**config.mk**
```make
export PLATFORM = sky130hd
export DESIGN_NAME = control_pipeline
export DESIGN_NICKNAME = d
export VERILOG_FILES = /design/src/rtl/arm_ctrl_pkg.sv /design/src/rtl/cond_unit.sv /design/src/rtl/control_pipeline.sv
export SDC_FILE = /design/constraint.sdc
export NUM_CORES = 1
export LEC_CHECK = 0
export ABC_AREA = 1
export BUFFER_PORTS_ARGS = -buffer_cell sky130_fd_sc_hd__buf_4
export CAP_MARGIN = 5
export CORE_MARGIN = 2
export CORE_UTILIZATION = 44
export CTS_CLUSTER_DIAMETER = 80
export DETAILED_ROUTE_END_ITERATION = 10
export PLACE_DENSITY = 0.78
export SLEW_MARGIN = 10
export SYNTH_ARGS = -nofsm -noshare
export SYNTH_HDL_FRONTEND = slang
export SYNTH_SLANG_ARGS = --single-unit
```
**constraint.sdc**
```tcl
create_clock -name clk -period 1.3 [get_ports clk]
set_input_delay 0.26 -clock clk [delete_from_list [all_inputs] [get_ports clk]]
set_output_delay 0.26 -clock clk [all_outputs]
set_load 0.005 [all_outputs]
```
**src/rtl/arm_ctrl_pkg.sv**
```systemverilog
// Shared encodings for the pipelined ARM control path: opcodes, ALU commands,
// condition codes, immediate/flag-write selects and the inter-stage control bundles.
package arm_ctrl_pkg;

   localparam logic [1:0] OP_DP  = 2'b00;
   localparam logic [1:0] OP_MEM = 2'b01;
   localparam logic [1:0] OP_BR  = 2'b10;

   localparam logic [3:0] CMD_AND = 4'b0000;
   localparam logic [3:0] CMD_SUB = 4'b0010;
   localparam logic [3:0] CMD_ADD = 4'b0100;
   localparam logic [3:0] CMD_CMP = 4'b1010;
   localparam logic [3:0] CMD_ORR = 4'b1100;

   localparam logic [3:0] ALU_ADD = 4'b0000;
   localparam logic [3:0] ALU_SUB = 4'b0001;
   localparam logic [3:0] ALU_AND = 4'b0010;
   localparam logic [3:0] ALU_ORR = 4'b0011;

   localparam logic [3:0] COND_EQ = 4'h0;
   localparam logic [3:0] COND_NE = 4'h1;
   localparam logic [3:0] COND_CS = 4'h2;
   localparam logic [3:0] COND_CC = 4'h3;
   localparam logic [3:0] COND_MI = 4'h4;
   localparam logic [3:0] COND_PL = 4'h5;
   localparam logic [3:0] COND_VS = 4'h6;
   localparam logic [3:0] COND_VC = 4'h7;
   localparam logic [3:0] COND_HI = 4'h8;
   localparam logic [3:0] COND_LS = 4'h9;
   localparam logic [3:0] COND_GE = 4'hA;
   localparam logic [3:0] COND_LT = 4'hB;
   localparam logic [3:0] COND_GT = 4'hC;
   localparam logic [3:0] COND_LE = 4'hD;
   localparam logic [3:0] COND_AL = 4'hE;

   localparam logic [1:0] IMM_8  = 2'b00;
   localparam logic [1:0] IMM_12 = 2'b01;
   localparam logic [1:0] IMM_24 = 2'b10;

   localparam logic [1:0] FW_NONE = 2'b00;
   localparam logic [1:0] FW_NZ   = 2'b10;
   localparam logic [1:0] FW_ALL  = 2'b11;

   typedef struct packed {
      logic       pcsrc;
      logic       reg_write;
      logic       mem_to_reg;
      logic       mem_write;
      logic [3:0] alu_control;
      logic       branch;
      logic       alu_src;
      logic [1:0] flag_write;
      logic [3:0] cond;
   } ctrl_e_t;

   typedef struct packed {
      logic pcsrc;
      logic reg_write;
      logic mem_to_reg;
      logic mem_write;
   } ctrl_m_t;

   typedef struct packed {
      logic pcsrc;
      logic reg_write;
      logic mem_to_reg;
   } ctrl_w_t;

endpackage

```
**src/rtl/cond_unit.sv**
```systemverilog
// Execute-stage condition check: holds NZCV, evaluates the condition field
// against the pre-update flags and gates the architecturally visible writes.
module cond_unit
   import arm_ctrl_pkg::*;
(
   input  logic       clk,
   input  logic       reset,
   input  logic [3:0] cond_e,
   input  logic [1:0] flag_write_e,
   input  logic [3:0] alu_flags_e,
   input  logic       reg_write_e,
   input  logic       mem_write_e,
   input  logic       pcsrc_e,
   input  logic       branch_e,
   output logic       cond_ex_e,
   output logic       reg_write_g,
   output logic       mem_write_g,
   output logic       pcsrc_g,
   output logic       branch_taken_e
);

   logic [3:0] flags_q, flags_d;
   logic       n, z, c, v;

   assign {n, z, c, v} = flags_q;

   always_comb begin
      cond_ex_e = 1'b0;
      case (cond_e)
         COND_EQ: cond_ex_e = z;
         COND_NE: cond_ex_e = ~z;
         COND_CS: cond_ex_e = c;
         COND_CC: cond_ex_e = ~c;
         COND_MI: cond_ex_e = n;
         COND_PL: cond_ex_e = ~n;
         COND_VS: cond_ex_e = v;
         COND_VC: cond_ex_e = ~v;
         COND_HI: cond_ex_e = c & ~z;
         COND_LS: cond_ex_e = ~c | z;
         COND_GE: cond_ex_e = (n == v);
         COND_LT: cond_ex_e = (n != v);
         COND_GT: cond_ex_e = ~z & (n == v);
         COND_LE: cond_ex_e = z | (n != v);
         COND_AL: cond_ex_e = 1'b1;
         default: cond_ex_e = 1'b0;
      endcase
   end

   // Flags written here become visible to the next instruction in E, so a
   // compare followed directly by a conditional op needs no stall.
   always_comb begin
      flags_d = flags_q;
      if (flag_write_e[1] & cond_ex_e) flags_d[3:2] = alu_flags_e[3:2];
      if (flag_write_e[0] & cond_ex_e) flags_d[1:0] = alu_flags_e[1:0];
   end

   always_ff @(posedge clk or negedge reset) begin
      if (!reset) flags_q <= 4'b0000;
      else        flags_q <= flags_d;
   end

   assign reg_write_g    = reg_write_e & cond_ex_e;
   assign mem_write_g    = mem_write_e & cond_ex_e;
   assign pcsrc_g        = pcsrc_e & cond_ex_e;
   assign branch_taken_e = branch_e & cond_ex_e;

endmodule

```
**src/rtl/control_pipeline.sv**
```systemverilog
// Pipelined ARM controller: decodes in D and carries control bits through the
// D->E, E->M and M->W registers alongside the datapath.
module control_pipeline
   import arm_ctrl_pkg::*;
(
   input  logic        clk,
   input  logic        reset,
   input  logic [19:0] InstrD,
   input  logic [3:0]  ALUFlagsE,
   input  logic        FlushE,
   output logic [1:0]  RegSrcD,
   output logic [1:0]  ImmSrcD,
   output logic        ALUSrcE,
   output logic [3:0]  ALUControlE,
   output logic        BranchTakenE,
   output logic        MemtoRegE,
   output logic        RegWriteM,
   output logic        MemWriteM,
   output logic        RegWriteW,
   output logic        MemtoRegW,
   output logic        PCSrcW,
   output logic        PCWrPendingF
);

   logic [3:0] cond_d, rd_d, cmd_d;
   logic [1:0] op_d;
   logic [5:0] funct_d;
   logic       unused_rn;
   ctrl_e_t    dec_d, de_d, de_q;
   ctrl_m_t    em_d, em_q;
   ctrl_w_t    mw_d, mw_q;
   logic       cond_ex_e, reg_write_g, mem_write_g, pcsrc_g;

   // InstrD carries bits [31:12] of the instruction word.
   assign cond_d    = InstrD[19:16];
   assign op_d      = InstrD[15:14];
   assign funct_d   = InstrD[13:8];
   assign rd_d      = InstrD[3:0];
   assign cmd_d     = funct_d[4:1];
   assign unused_rn = ^InstrD[7:4];

   always_comb begin
      dec_d   = '0;
      RegSrcD = 2'b00;
      ImmSrcD = IMM_8;
      dec_d.alu_control = ALU_ADD;
      dec_d.cond        = cond_d;
      case (op_d)
         OP_DP: begin
            dec_d.alu_src = funct_d[5];
            case (cmd_d)
               CMD_ADD: begin
                  dec_d.alu_control = ALU_ADD;
                  dec_d.reg_write   = 1'b1;
                  dec_d.flag_write  = funct_d[0] ? FW_ALL : FW_NONE;
               end
               CMD_SUB: begin
                  dec_d.alu_control = ALU_SUB;
                  dec_d.reg_write   = 1'b1;
                  dec_d.flag_write  = funct_d[0] ? FW_ALL : FW_NONE;
               end
               CMD_AND: begin
                  dec_d.alu_control = ALU_AND;
                  dec_d.reg_write   = 1'b1;
                  dec_d.flag_write  = funct_d[0] ? FW_NZ : FW_NONE;
               end
               CMD_ORR: begin
                  dec_d.alu_control = ALU_ORR;
                  dec_d.reg_write   = 1'b1;
                  dec_d.flag_write  = funct_d[0] ? FW_NZ : FW_NONE;
               end
               CMD_CMP: begin
                  dec_d.alu_control = ALU_SUB;
                  dec_d.flag_write  = FW_ALL;
               end
               default: ;
            endcase
         end
         OP_MEM: begin
            dec_d.alu_src     = 1'b1;
            ImmSrcD           = IMM_12;
            dec_d.alu_control = funct_d[3] ? ALU_ADD : ALU_SUB;
            if (funct_d[0]) begin
               dec_d.reg_write  = 1'b1;
               dec_d.mem_to_reg = 1'b1;
            end else begin
               dec_d.mem_write = 1'b1;
               RegSrcD[1]      = 1'b1;
            end
         end
         OP_BR: begin
            dec_d.branch  = 1'b1;
            dec_d.alu_src = 1'b1;
            ImmSrcD       = IMM_24;
            RegSrcD[0]    = 1'b1;
         end
         default: ;
      endcase
      dec_d.pcsrc = ((rd_d == 4'hF) & dec_d.reg_write) | dec_d.branch;
   end

   always_comb begin
      de_d = FlushE ? '0 : dec_d;
      em_d = '{pcsrc: pcsrc_g, reg_write: reg_write_g,
               mem_to_reg: de_q.mem_to_reg, mem_write: mem_write_g};
      mw_d = '{pcsrc: em_q.pcsrc, reg_write: em_q.reg_write,
               mem_to_reg: em_q.mem_to_reg};
   end

   always_ff @(posedge clk or negedge reset) begin
      if (!reset) begin
         de_q <= '0;
         em_q <= '0;
         mw_q <= '0;
      end else begin
         de_q <= de_d;
         em_q <= em_d;
         mw_q <= mw_d;
      end
   end

   cond_unit u_cond_unit (
      .clk            (clk),
      .reset          (reset),
      .cond_e         (de_q.cond),
      .flag_write_e   (de_q.flag_write),
      .alu_flags_e    (ALUFlagsE),
      .reg_write_e    (de_q.reg_write),
      .mem_write_e    (de_q.mem_write),
      .pcsrc_e        (de_q.pcsrc),
      .branch_e       (de_q.branch),
      .cond_ex_e      (cond_ex_e),
      .reg_write_g    (reg_write_g),
      .mem_write_g    (mem_write_g),
      .pcsrc_g        (pcsrc_g),
      .branch_taken_e (BranchTakenE)
   );

   assign ALUSrcE      = de_q.alu_src;
   assign ALUControlE  = de_q.alu_control;
   assign MemtoRegE    = de_q.mem_to_reg;
   assign RegWriteM    = em_q.reg_write;
   assign MemWriteM    = em_q.mem_write;
   assign RegWriteW    = mw_q.reg_write;
   assign MemtoRegW    = mw_q.mem_to_reg;
   assign PCSrcW       = mw_q.pcsrc;
   assign PCWrPendingF = dec_d.pcsrc | de_q.pcsrc | em_q.pcsrc;

endmodule

```
### Word-level counts from Yosys, hierarchy flattened

Cells that the tools add are included.
W data, S select, Z words.

| storage, ports and cells | value |
|---|---|
| output and inout bits | 17 |
| bits of input ports | 27 |
| bits in registers | 27 |

| cells by class | value |
|---|---|
| eq/ne operators | 23 |
| mux-type cells | 17 |
| reduce and logical (&&, ||, !) cells | 8 |
| bitwise operators | 18 |

Operator list:

| kind | count |
|---|---|
| $eq A4 B4 Y1 const B | 10 |
| $eq A4 B3 Y1 const B | 5 |
| $mux W16 | 1 |
| $pmux W1 S15 | 1 |
| $eq A4 B2 Y1 const B | 3 |
| $pmux W2 S3 | 2 |
| $and A1 B1 Y1 | 9 |
| $logic_not A4 Y1 | 2 |
| $mux W2 | 4 |
| $pmux W4 S2 | 1 |
| $reduce_or A2 Y1 | 4 |
| $mux W1 | 5 |
| $or A1 B1 Y1 | 5 |
| $eq A4 B1 Y1 const B | 1 |
| $not A1 Y1 | 4 |
| $pmux W1 S2 | 2 |
| $pmux W2 S2 | 1 |
| $reduce_or A4 Y1 | 1 |
| $eq A2 B1 Y1 const B | 1 |
| $eq A2 B2 Y1 const B | 1 |
| $logic_not A2 Y1 | 1 |
| $eq A1 B1 Y1 | 1 |
| $ne A1 B1 Y1 | 1 |

### Longest topological paths before layout

Gate-level depths: netlist (run 1).

| logic depth | value |
|---|---|
| word-level depth | 8 |
| gate-level depth with buffers | 12 |
| gate-level depth less buffers | 12 |

### Hierarchy

Synthesis (run 1) repeated with hierarchy kept, for this count alone.

| second synthesis, totals | value |
|---|---|
| cell total of the unflattened synthesis | 171 |
| area total of the unflattened synthesis | 1,335.0 um^2 |

By module, submodules not included:

| module | area an instance (um^2) | cells an instance | sequential area each (um^2) | times used |
|---|---|---|---|---|
| control_pipeline | 898.4 | 91 | 525.5 | 1 |
| cond_unit | 436.7 | 80 | 100.1 | 1 |

### Worst setup path before layout (run 1)

Ideal clock, no wire load.

| path | value |
|---|---|
| kind | register to output |
| start | reg de_q[1] in the netlist's numbering |
| end | out BranchTakenE |
| stages on the path, launching flop included | 10 |
| slack | -0.092 ns |
| path buffers | 0 |
| data arrival time | 1.132 ns |
| data required time | 1.040 ns |
| cell sequence | dfrtp_1 inv_1 nand2_1 nor2_1 nand3_1 nand2_1 nor2_2 nand2_2 inv_1 nor2_1 |

| on the way | value |
|---|---|
| word-level cells in the longest chain between the ends | 3 |

RTL lines:

| item | line | RTL |
|---|---|---|
| start, declared | control_pipeline.sv:29 | `ctrl_e_t dec_d, de_d, de_q;` |
| start signal, assigned | control_pipeline.sv:112 | `de_q <= '0;` |
| start signal, assigned | control_pipeline.sv:116 | `de_q <= de_d;` |
| $eq A4 B4 Y1, or another cell as far along | cond_unit.sv:29 | `case (cond_e)` |
| $pmux W1 S15 * | cond_unit.sv:29 |  |
| $and A1 B1 Y1 * | cond_unit.sv:65 | `assign branch_taken_e = branch_e & cond_ex_e;` |
| end, declared | control_pipeline.sv:15 | `output logic BranchTakenE,` |

Mark *: on every way between the ends. The rest lies on a longest branch, timed or not.

### Worst setup path after layout (run 1)

| path | value |
|---|---|
| start | reg de_q[3] in the netlist's numbering |
| end | out BranchTakenE |

The elaborated chain is that of the path after synthesis.

==> impl_metrics.toml, run 1 <==
[run_status]
status = "finished, violations left"
violations = "negative setup slack"

[min_path]
worstHoldPathType = "in -> reg"
hold_depth = 3
min_to = "de_q[3]$_DFF_PN0_"
hp-start = "InstrD[19]"

[sta]
setup-tns-final_ns = -2.33
finalSetupViolCount = 9
slew_violations = 0
skew_ns = 0.0159
setup_ws_ns = -0.631
period_minus_slack_ns = 1.93
finalCritPeriodShare_pct = 149
final_hold_viol_count = 0
max_freq_mhz = 518
rsz0062_at_grt = "yes"

[floorplan]
die_area_um2 = 3360
ios = 44
core_um2 = 2760
placementRows = 19
dieWidth_um = 57.9
start_util_pct = 46.4
die_h_um = 57.9

[setup_path]
reg2reg_slack_ns = -0.26
max_stage_delay_ns = 0.44
cp.required_ns = 1.04
cp-start-kind = "flip-flop"
r2r_end = "u_cond_unit.flags_q[1]$_DFFE_PN0P_"
crit_fanout = 4
cp_top_family = "flip-flops"
path_buf_inv = 3
end_kind = "primary output"
crit_chain = "buf_4 > nor2_1 > nand2_1 > a21oi_1 > nor2_1 > nand2_2 > inv_2 > nor2_2 > buf_4"
reg2reg_from = "de_q[1]$_DFF_PN0_"
cp_slowest_cell = "dfrtp_1"
worstPathArrival_ns = 1.67
crit_type = "reg -> out"
r2r_cells = 12

[drt]
avgViaCountPerCell = 4.80
ant_nets = 0
drc = 0
wl_per_cell_um = 11.2
drt_iter0_markers = 21
drtPass1Iterations = 4
vias = 1252
drt-total-wl_um = 2920

[layout]
multi_input_area_um2 = 628
drive_gt1_share_pct = 49.6
fill_cells = 217
layout.nets = 263
regArea_um2 = 628
diodes = 0
stdcell_count = 261
area_growth_pct = 51.6

[synth]
yosys_warnings = 0
ys_seq_area_share_pct = 48.9
post_synth.cell_area_avg_um2 = 7.71
ys_types = 18
ys_ff_latch = 25
netlist_area_um2 = 1280
synth_cells = 166

[pwr]
p_comb_share_pct = 32.8
internal-power_mw = 1.30
powerDensity_nw_per_um2 = 981
ir_drop_mv = 0.784
swShare_pct = 31.9
finalPower_mw = 1.90
power_frac_seq_pct = 47.5
leakage_nw = 1.07
power_frac_clock_pct = 19.8
switchingPower_uw = 607

[clock_network]
cts_tree = "built"
clk_pin_slew_ns = 0.15
cts.htree.levels = 1
cts_buffers = 3
root_buffer = "clkbuf_4"
worstSkewPairLatency_ns = 0.34
cts.sinks = 25
clock_path_buffers = 2

[global_route]
track_usage_pct = 19.0
antenna_found_initial = 0
grt_pass1_vias = 1151
grt_pass1_wl_um = 4720
grt_overflow_total = 0
grt_max_degree = 26

[place]
dpl.cell_count = 247
hpwl_um = 2020
gp_congestion = 0.784
port_buffers = 37
dp_slack_ns = -0.309

[flow_run]
cap_viol_max_count = 0
==> sequential cells by signal, summed over array words and instances (netlist names) <==
| signal | count |
|---|---|
| MemtoRegE | 1 |
| MemWriteM | 1 |
| em_q | 2 |
| u_cond_unit.flags_q | 4 |
| ALUControlE | 2 |
| de_q | 10 |
| RegWriteW | 1 |
| ALUSrcE | 1 |
| MemtoRegW | 1 |
| RegWriteM | 1 |
| PCSrcW | 1 |
==> layer usage <==
layer,part of all wire (%),GRT usage (%)
met5,0,0
met1,37,20.8
met2,55,33.1
met3,4.0,2.90
met4,3.8,14.0
==> kinds of logic (layout without fill, tap and decap cells) <==
kind of cell    Yosys count  after routing  synth area share, %
flops                    25             25                 48.9
other cells               1              2                0.293
buf+inv                  34             97                 11.4
simple gates             93             93                 31.2
compound gates            8              8                 3.32
fa+ha+maj                 5              5                 4.89
==> worst max-delay path by stage <==
| stage | startpoint | to | cells after the start |
|---|---|---|---|
| 2_1_floorplan | u_cond_unit.flags_q[0]$_DFFE_PN0P_ | BranchTakenE | 11 |
| 3_3_place_gp | InstrD[10] | PCWrPendingF | 9 |
| 3_5_place_dp | InstrD[10] | PCWrPendingF | 9 |
| 4_1_cts | de_q[1]$_DFF_PN0_ | BranchTakenE | 10 |
| 5_1_grt | de_q[3]$_DFF_PN0_ | BranchTakenE | 9 |
| 6_report | de_q[3]$_DFF_PN0_ | BranchTakenE | 9 |
==> worst min-delay path, delay by kind of cell <==
kind | cells | cell delay, ns
buffers and inverters | 2 | 0.15
and+or+nand+nor | 1 | 0.03
==> layout by cell type, fill, tap and decap left out, types with 3 or more instances in the layout <==
cell      synthesis  final
nor2_2            1      8
nand3_2           0      3
nand3_1          16     13
nor2_1           27     16
nand2_2           6     13
buf_4             5     61
ha_1              5      3
nand2_1          38     29
dfrtp_1          25     23
clkbuf_4          0      3
inv_1            27     20
nor2_4            0      4
inv_2             1      8
a21oi_1           6      4
==> metrics by stage <==
| step | hold WS (ns) | area, um^2 | utilization [%] |
|---|---|---|---|
| floorplan | -0.0356 | 1290 | - |
| global placement | 0.174 | 1700 | 61.5 |
| detailed placement | 0.175 | 1700 | 61.5 |
| CTS | 0.104 | 1820 | 66.2 |
| global route | 0.0774 | 1940 | 70.4 |
| finish | 0.110 | 1940 | 70.4 |
==> cell type report <==
| cell class | count | share of cell area [%] |
|---|---|---|
| Sequential cell | 25 | 32.4 |
| Multi-Input combinational cell | 108 | 32.4 |
| Timing Repair Buffer | 65 | 26.2 |
| Inverter | 28 | 5.42 |
| Tap cell | 31 | 2.00 |
| Clock buffer | 3 | 1.16 |
| Clock inverter | 1 | 0.451 |
==> synth_stat cells (all sizes together) <==
| cell | instances | area share, % |
|---|---|---|
| nand3b | 2 | 1.2 |
| ha | 5 | 4.9 |
| o31ai | 1 | 0.59 |
| dfrtp | 25 | 49 |
| conb | 1 | 0.29 |
| clkbuf | 1 | 0.29 |
| nand2 | 44 | 14 |
| a21oi | 6 | 2.3 |
| nand3 | 16 | 6.3 |
| inv | 28 | 8.2 |
| nor2 | 28 | 8.4 |
| buf | 5 | 2.9 |
| o21ai | 1 | 0.39 |
| or3 | 1 | 0.49 |
| nor3 | 2 | 0.78 |
==> power by group through the flow <==
stage | sequential (mW) | clock (mW) | combinational [mW]
2_1_floorplan | 0.895 | 0 | 0.229
3_3_place_gp | 0.905 | 0 | 0.443
3_5_place_dp | 0.908 | 0 | 0.457
4_1_cts | 0.896 | 0.385 | 0.521
5_1_grt | 0.912 | 0.427 | 0.688
6_report | 0.903 | 0.377 | 0.623
==> what timing repair did <==
action,4_1_cts,5_1_grt
hold endpoints to repair,25,0
hold buffers,1,0
pin swaps,15,8
buffers inserted,12,7
endpoints found under the setup margin,9,11
gates resized for setup,18,30
Note: power is estimated with default switching activity, not from simulation.
==> run 2, diff against run 1 <==
--- a/config.mk
+++ b/config.mk
@@ -6,13 +6,15 @@
 export NUM_CORES = 1
 export LEC_CHECK = 0
 export ABC_AREA = 1
-export BUFFER_PORTS_ARGS = -buffer_cell sky130_fd_sc_hd__buf_4
 export CAP_MARGIN = 5
+export CELL_PAD_IN_SITES_DETAIL_PLACEMENT = 2
+export CELL_PAD_IN_SITES_GLOBAL_PLACEMENT = 2
 export CORE_MARGIN = 2
-export CORE_UTILIZATION = 44
+export CORE_UTILIZATION = 30
 export CTS_CLUSTER_DIAMETER = 80
 export DETAILED_ROUTE_END_ITERATION = 10
-export PLACE_DENSITY = 0.78
+export DONT_BUFFER_PORTS = 1
+export PLACE_DENSITY = 0.77
 export SLEW_MARGIN = 10
 export SYNTH_ARGS = -nofsm -noshare
 export SYNTH_HDL_FRONTEND = slang
==> impl_metrics.toml, run 2 (same netlist as run 1, synthesis figures left out) <==
[clock_network]
clock_path_buffers = 2
root_buffer = "clkbuf_8"
worstSkewPairLatency_ns = 0.27
clk_pin_slew_ns = 0.08
cts_buffers = 3
cts.sinks = 25
cts.htree.levels = 1
cts_tree = "built"

[place]
port_buffers = 0
placed_area_um2 = 1380
gp_congestion = 0.777
hpwl_um = 2810

[min_path]
worstHoldPathType = "in -> reg"
hold_depth = 1

[drt]
drc = 0
avgViaCountPerCell = 4.71
vias = 1121
wl_per_cell_um = 17.5
drtPass1Iterations = 3
drt_iter0_markers = 38
drt-total-wl_um = 4180
ant_nets = 0

[setup_path]
end_kind = "primary output"
cp-start-kind = "flip-flop"
crit_fanout = 6
cp.required_ns = 1.04
worstPathArrival_ns = 1.52
crit_type = "reg -> out"
r2r_cells = 11

[layout]
finalInstanceArea_um2 = 1760
mostFrequentLayoutCell = "nand2_1"
drive_gt1_share_pct = 42.6
multi_input_area_um2 = 702
fill_cells = 466
area_growth_pct = 37.6
largestRegisters = "de_q: 10 flops, u_cond_unit.flags_q: 4 flops"
top_register = "de_q"
regArea_um2 = 631
largest_reg_flops = 10
final_core_util_pct = 43.4
diodes = 0
final_cell_mix = "nand2_1 (25), dfrtp_1 (21), inv_1 (21)"
layout.nets = 221

[pwr]
power_frac_clock_pct = 23.3
finalPower_mw = 1.98
swShare_pct = 33.3
p_comb_share_pct = 30.7
internal-power_mw = 1.32
switchingPower_uw = 661
power_frac_seq_pct = 46.0
ir_drop_mv = 0.317
powerDensity_nw_per_um2 = 1130
leakage_nw = 0.894

[sta]
finalSetupViolCount = 8
rsz0062_at_grt = "yes"
slew_violations = 0
period_minus_slack_ns = 1.78
setup-tns-final_ns = -2.51
skew_ns = 0.00282
finalCritPeriodShare_pct = 137
setup_ws_ns = -0.480
max_freq_mhz = 562
final_hold_viol_count = 0

[global_route]
grt_pass1_vias = 1376
antenna_found_initial = 0
grt_overflow_total = 0
track_usage_pct = 17.4
grt_max_degree = 26
grt_pass1_wl_um = 6560

[floorplan]
start_util_pct = 31.5
dieWidth_um = 69.3
ios = 44
core_um2 = 4060
die_area_um2 = 4810
die_h_um = 69.3
placementRows = 23

[run_status]
status = "finished, violations left"
violations = "negative setup slack"

[flow_run]
cap_viol_max_count = 0
-- run 2: per-stage QoR --
step | worst slack (ns) | std cells | hold WS, ns
after global routing | -0.558 | 238 | 0.0246
after global placement | -0.146 | 221 | -0.0352
after floorplan | -0.0639 | 167 | -0.0356
after CTS | -0.451 | 233 | 0.0421
after detailed placement | -0.254 | 221 | -0.0353
final | -0.480 | 238 | 0.0380
-- run 2: routing by layer --
metal  routed length (um)  global-route usage (%)  up-vias
met5                    0                       0        -
met3                  104                    2.62        7
met1                 1470                    17.2      556
li1                     -                       -      538
met4                   71                    6.10        0
met2                 2530                    35.6       20
-- run 2: critical path: stages (launching register included) --
cell,delay [ns]
dfrtp_2,0.48
buf_6,0.14
nor3_4,0.18
nand2_2,0.08
nand2_2,0.09
nor2_4,0.04
nand2_2,0.08
inv_2,0.06
nor2_4,0.08
-- run 2: final timing paths --
| path | startpoint | end | slack [ns] |
|---|---|---|---|
| min reg2reg | RegWriteM$_DFF_PN0_ | RegWriteW$_DFF_PN0_ | 0.42 |
| min in group asynchronous | reset | u_cond_unit.flags_q[0]$_DFFE_PN0P_ | 0.40 |
| max reg2reg | de_q[1]$_DFF_PN0_ | u_cond_unit.flags_q[1]$_DFFE_PN0P_ | -0.32 |
| min | FlushE | de_q[14]$_DFF_PN0_ | 0.04 |
| max in group asynchronous | reset | de_q[2]$_DFF_PN0_ | 0.73 |
| max | de_q[1]$_DFF_PN0_ | BranchTakenE | -0.48 |
-- run 2: layout make-up --
class	instances	share of cell area [%]
clock buffer	3	2.34
clock inverter	1	0.284
inverter	28	6.25
multi-input combinational	108	39.8
tap	50	3.55
timing repair buffer	23	11.9
sequential	25	35.8
-- run 2: power groups by stage --
stage / registers, mW / clock network (mW) / logic [mW]
floorplan: 0.895 / 0 / 0.229
global placement: 0.908 / 0 / 0.312
detailed placement: 0.915 / 0 / 0.350
CTS: 0.908 / 0.460 / 0.492
global route: 0.921 / 0.506 / 0.669
finish: 0.912 / 0.463 / 0.610
-- run 2: what timing repair did --
item	4_1_cts	5_1_grt
setup endpoints to repair	9	9
setup buffers	6	7
endpoints found under the hold margin	25	0
hold buffers	2	0
gates resized for setup	33	36
pin swaps	5	9
cloned	0	0
==> run 3, diff against run 2 <==
--- a/config.mk
+++ b/config.mk
@@ -10,12 +10,14 @@
 export CELL_PAD_IN_SITES_DETAIL_PLACEMENT = 2
 export CELL_PAD_IN_SITES_GLOBAL_PLACEMENT = 2
 export CORE_MARGIN = 2
-export CORE_UTILIZATION = 30
+export CORE_UTILIZATION = 32
+export CTS_BUF_LIST = sky130_fd_sc_hd__clkbuf_8
 export CTS_CLUSTER_DIAMETER = 80
 export DETAILED_ROUTE_END_ITERATION = 10
 export DONT_BUFFER_PORTS = 1
-export PLACE_DENSITY = 0.77
+export PLACE_DENSITY = 0.81
 export SLEW_MARGIN = 10
 export SYNTH_ARGS = -nofsm -noshare
 export SYNTH_HDL_FRONTEND = slang
 export SYNTH_SLANG_ARGS = --single-unit
+export TNS_END_PERCENT = 10
==> impl_metrics.toml, run 3 (same netlist as run 1, synthesis figures left out) <==
[run_status]
status = "finished, violations left"
violations = "negative setup slack"

[setup_path]
path_buf_inv = 2
cp-start-kind = "flip-flop"
max_stage_delay_ns = 0.48
cp.required_ns = 1.04
worstPathArrival_ns = 1.51
crit_type = "reg -> out"
crit_chain = "buf_4 > nor3_2 > nand2_1 > nand2_1 > nor2_2 > nand2_2 > inv_2 > nor2_4"
crit_fanout = 6
reg2reg_slack_ns = -0.40
crit_top_cell = "nand2_1"
cp_top_family = "simple AND/OR/NAND/NOR gates"
end_kind = "primary output"
cp_slowest_cell = "dfrtp_2"

[sta]
setup_ws_ns = -0.471
max_freq_mhz = 565
rsz0062_at_grt = "yes"
finalCritPeriodShare_pct = 136
skew_ns = 0.0144
period_minus_slack_ns = 1.77
final_hold_viol_count = 0
finalSetupViolCount = 8
slew_violations = 0

[global_route]
grt_overflow_total = 0
grt_pass1_wl_um = 5490
antenna_found_initial = 0
grt_pass1_vias = 1209
track_usage_pct = 16.0
grt_max_degree = 26

[layout]
top_register = "de_q"
final_cell_mix = "nand2_1 (35), inv_1 (23), dfrtp_1 (21)"
largestRegisters = "de_q: 10 flops, u_cond_unit.flags_q: 4 flops"
largest_reg_flops = 10
fill_cells = 444
regArea_um2 = 631
drive_gt1_share_pct = 30.4
mostFrequentLayoutCell = "nand2_1"
stdcell_count = 232
diodes = 0
final_core_util_pct = 42.8
multi_input_area_um2 = 591
layout.nets = 217
area_growth_pct = 25.2

[clock_network]
cts.htree.levels = 1
cts_tree = "built"
cts_buffers = 3
clk_pin_slew_ns = 0.10
cts.sinks = 25
clock_path_buffers = 2
worstSkewPairLatency_ns = 0.27
root_buffer = "clkbuf_8"

[place]
gp_congestion = 0.760
port_buffers = 0
dpl.cell_count = 219
hpwl_um = 2550

[floorplan]
ios = 44
start_util_pct = 34.2
die_h_um = 67.2
die_area_um2 = 4520
placementRows = 22
dieWidth_um = 67.2
core_um2 = 3740

[min_path]
worstHoldPathType = "in -> reg"

[flow_run]
cap_viol_max_count = 0

[pwr]
leakage_nw = 0.842
powerDensity_nw_per_um2 = 1160
ir_drop_mv = 0.514

[drt]
wl_per_cell_um = 15.8
vias = 1079
drc = 0
ant_nets = 0
drt_iter0_markers = 16
drt-total-wl_um = 3670
avgViaCountPerCell = 4.65
drtPass1Iterations = 2
==> run 3: cell types whose count changed in the layout (fill, tap and decap cells not counted), sizes merged <==
| cell | before | now |
|---|---|---|
| clkinv | 1 | 0 |
| clkinvlp | 0 | 1 |
| buf | 22 | 18 |
==> run 3: repair_timing <==
action / CTS / global route
buffers inserted: 4 / 3
endpoints found under the setup margin: 9 / 9
hold buffers: 2 / 0
pin swaps: 4 / 6
resized for setup: 13 / 18
endpoints found under the hold margin: 25 / 0
==> run 3: area by class of cell <==
class | count | share of cell area [%]
Tap cell | 48 | 3.75
Inverter | 28 | 6.71
Clock buffer | 3 | 2.58
Clock inverter | 1 | 0.468
Sequential cell | 25 | 39.3
Timing Repair Buffer | 19 | 10.3
Multi-Input combinational cell | 108 | 36.8
==> run 3: per-stage QoR <==
stage	setup TNS, ns	power [mW]	hold WS [ns]	setup slack (ns)	cell area (um^2)
after CTS	-1.98	1.79	0.0353	-0.424	1530
after global routing	-4.09	1.96	0.0244	-0.573	1600
after floorplan	-0.0639	1.12	-0.0356	-0.0639	1290
after global placement	-0.944	1.22	-0.0352	-0.150	1380
final	-3.10	1.85	0.0306	-0.471	1600
after detailed placement	-1.70	1.25	-0.0352	-0.265	1380
==> run 3: worst paths after layout <==
path | end | startpoint | cells after the start
setup reg to reg | u_cond_unit.flags_q[3]$_DFFE_PN0P_ | u_cond_unit.flags_q[3]$_DFFE_PN0P_ | 14
hold / removal | de_q[3]$_DFF_PN0_ | FlushE | 1
max in group asynchronous | de_q[0]$_DFF_PN0_ | reset | 2
min in group asynchronous | em_q[1]$_DFF_PN0_ | reset | 2
setup / recovery | BranchTakenE | de_q[1]$_DFF_PN0_ | 8
hold reg to reg | MemtoRegW$_DFF_PN0_ | em_q[1]$_DFF_PN0_ | 0
==> run 3: metal layers <==
layer / part of all wire [%] / wire [um] / up-vias / GRT usage [%]
li1: - / - / 533 / -
met1: 37 / 1340 / 522 / 17.0
met2: 58 / 2130 / 22 / 32.7
met3: 4.7 / 174 / 2 / 2.17
met4: 0.52 / 19 / 0 / 3.83
met5: 0 / 0 / - / 0
==> run 3: report_power, final <==
| part | switching (mW) | internal, mW | leakage, nW |
|---|---|---|---|
| clock | 0.260 | 0.217 | 0.0217 |
| combinational | 0.258 | 0.217 | 0.499 |
| sequential | 0.0638 | 0.839 | 0.322 |
| total | 0.581 | 1.27 | 0.842 |
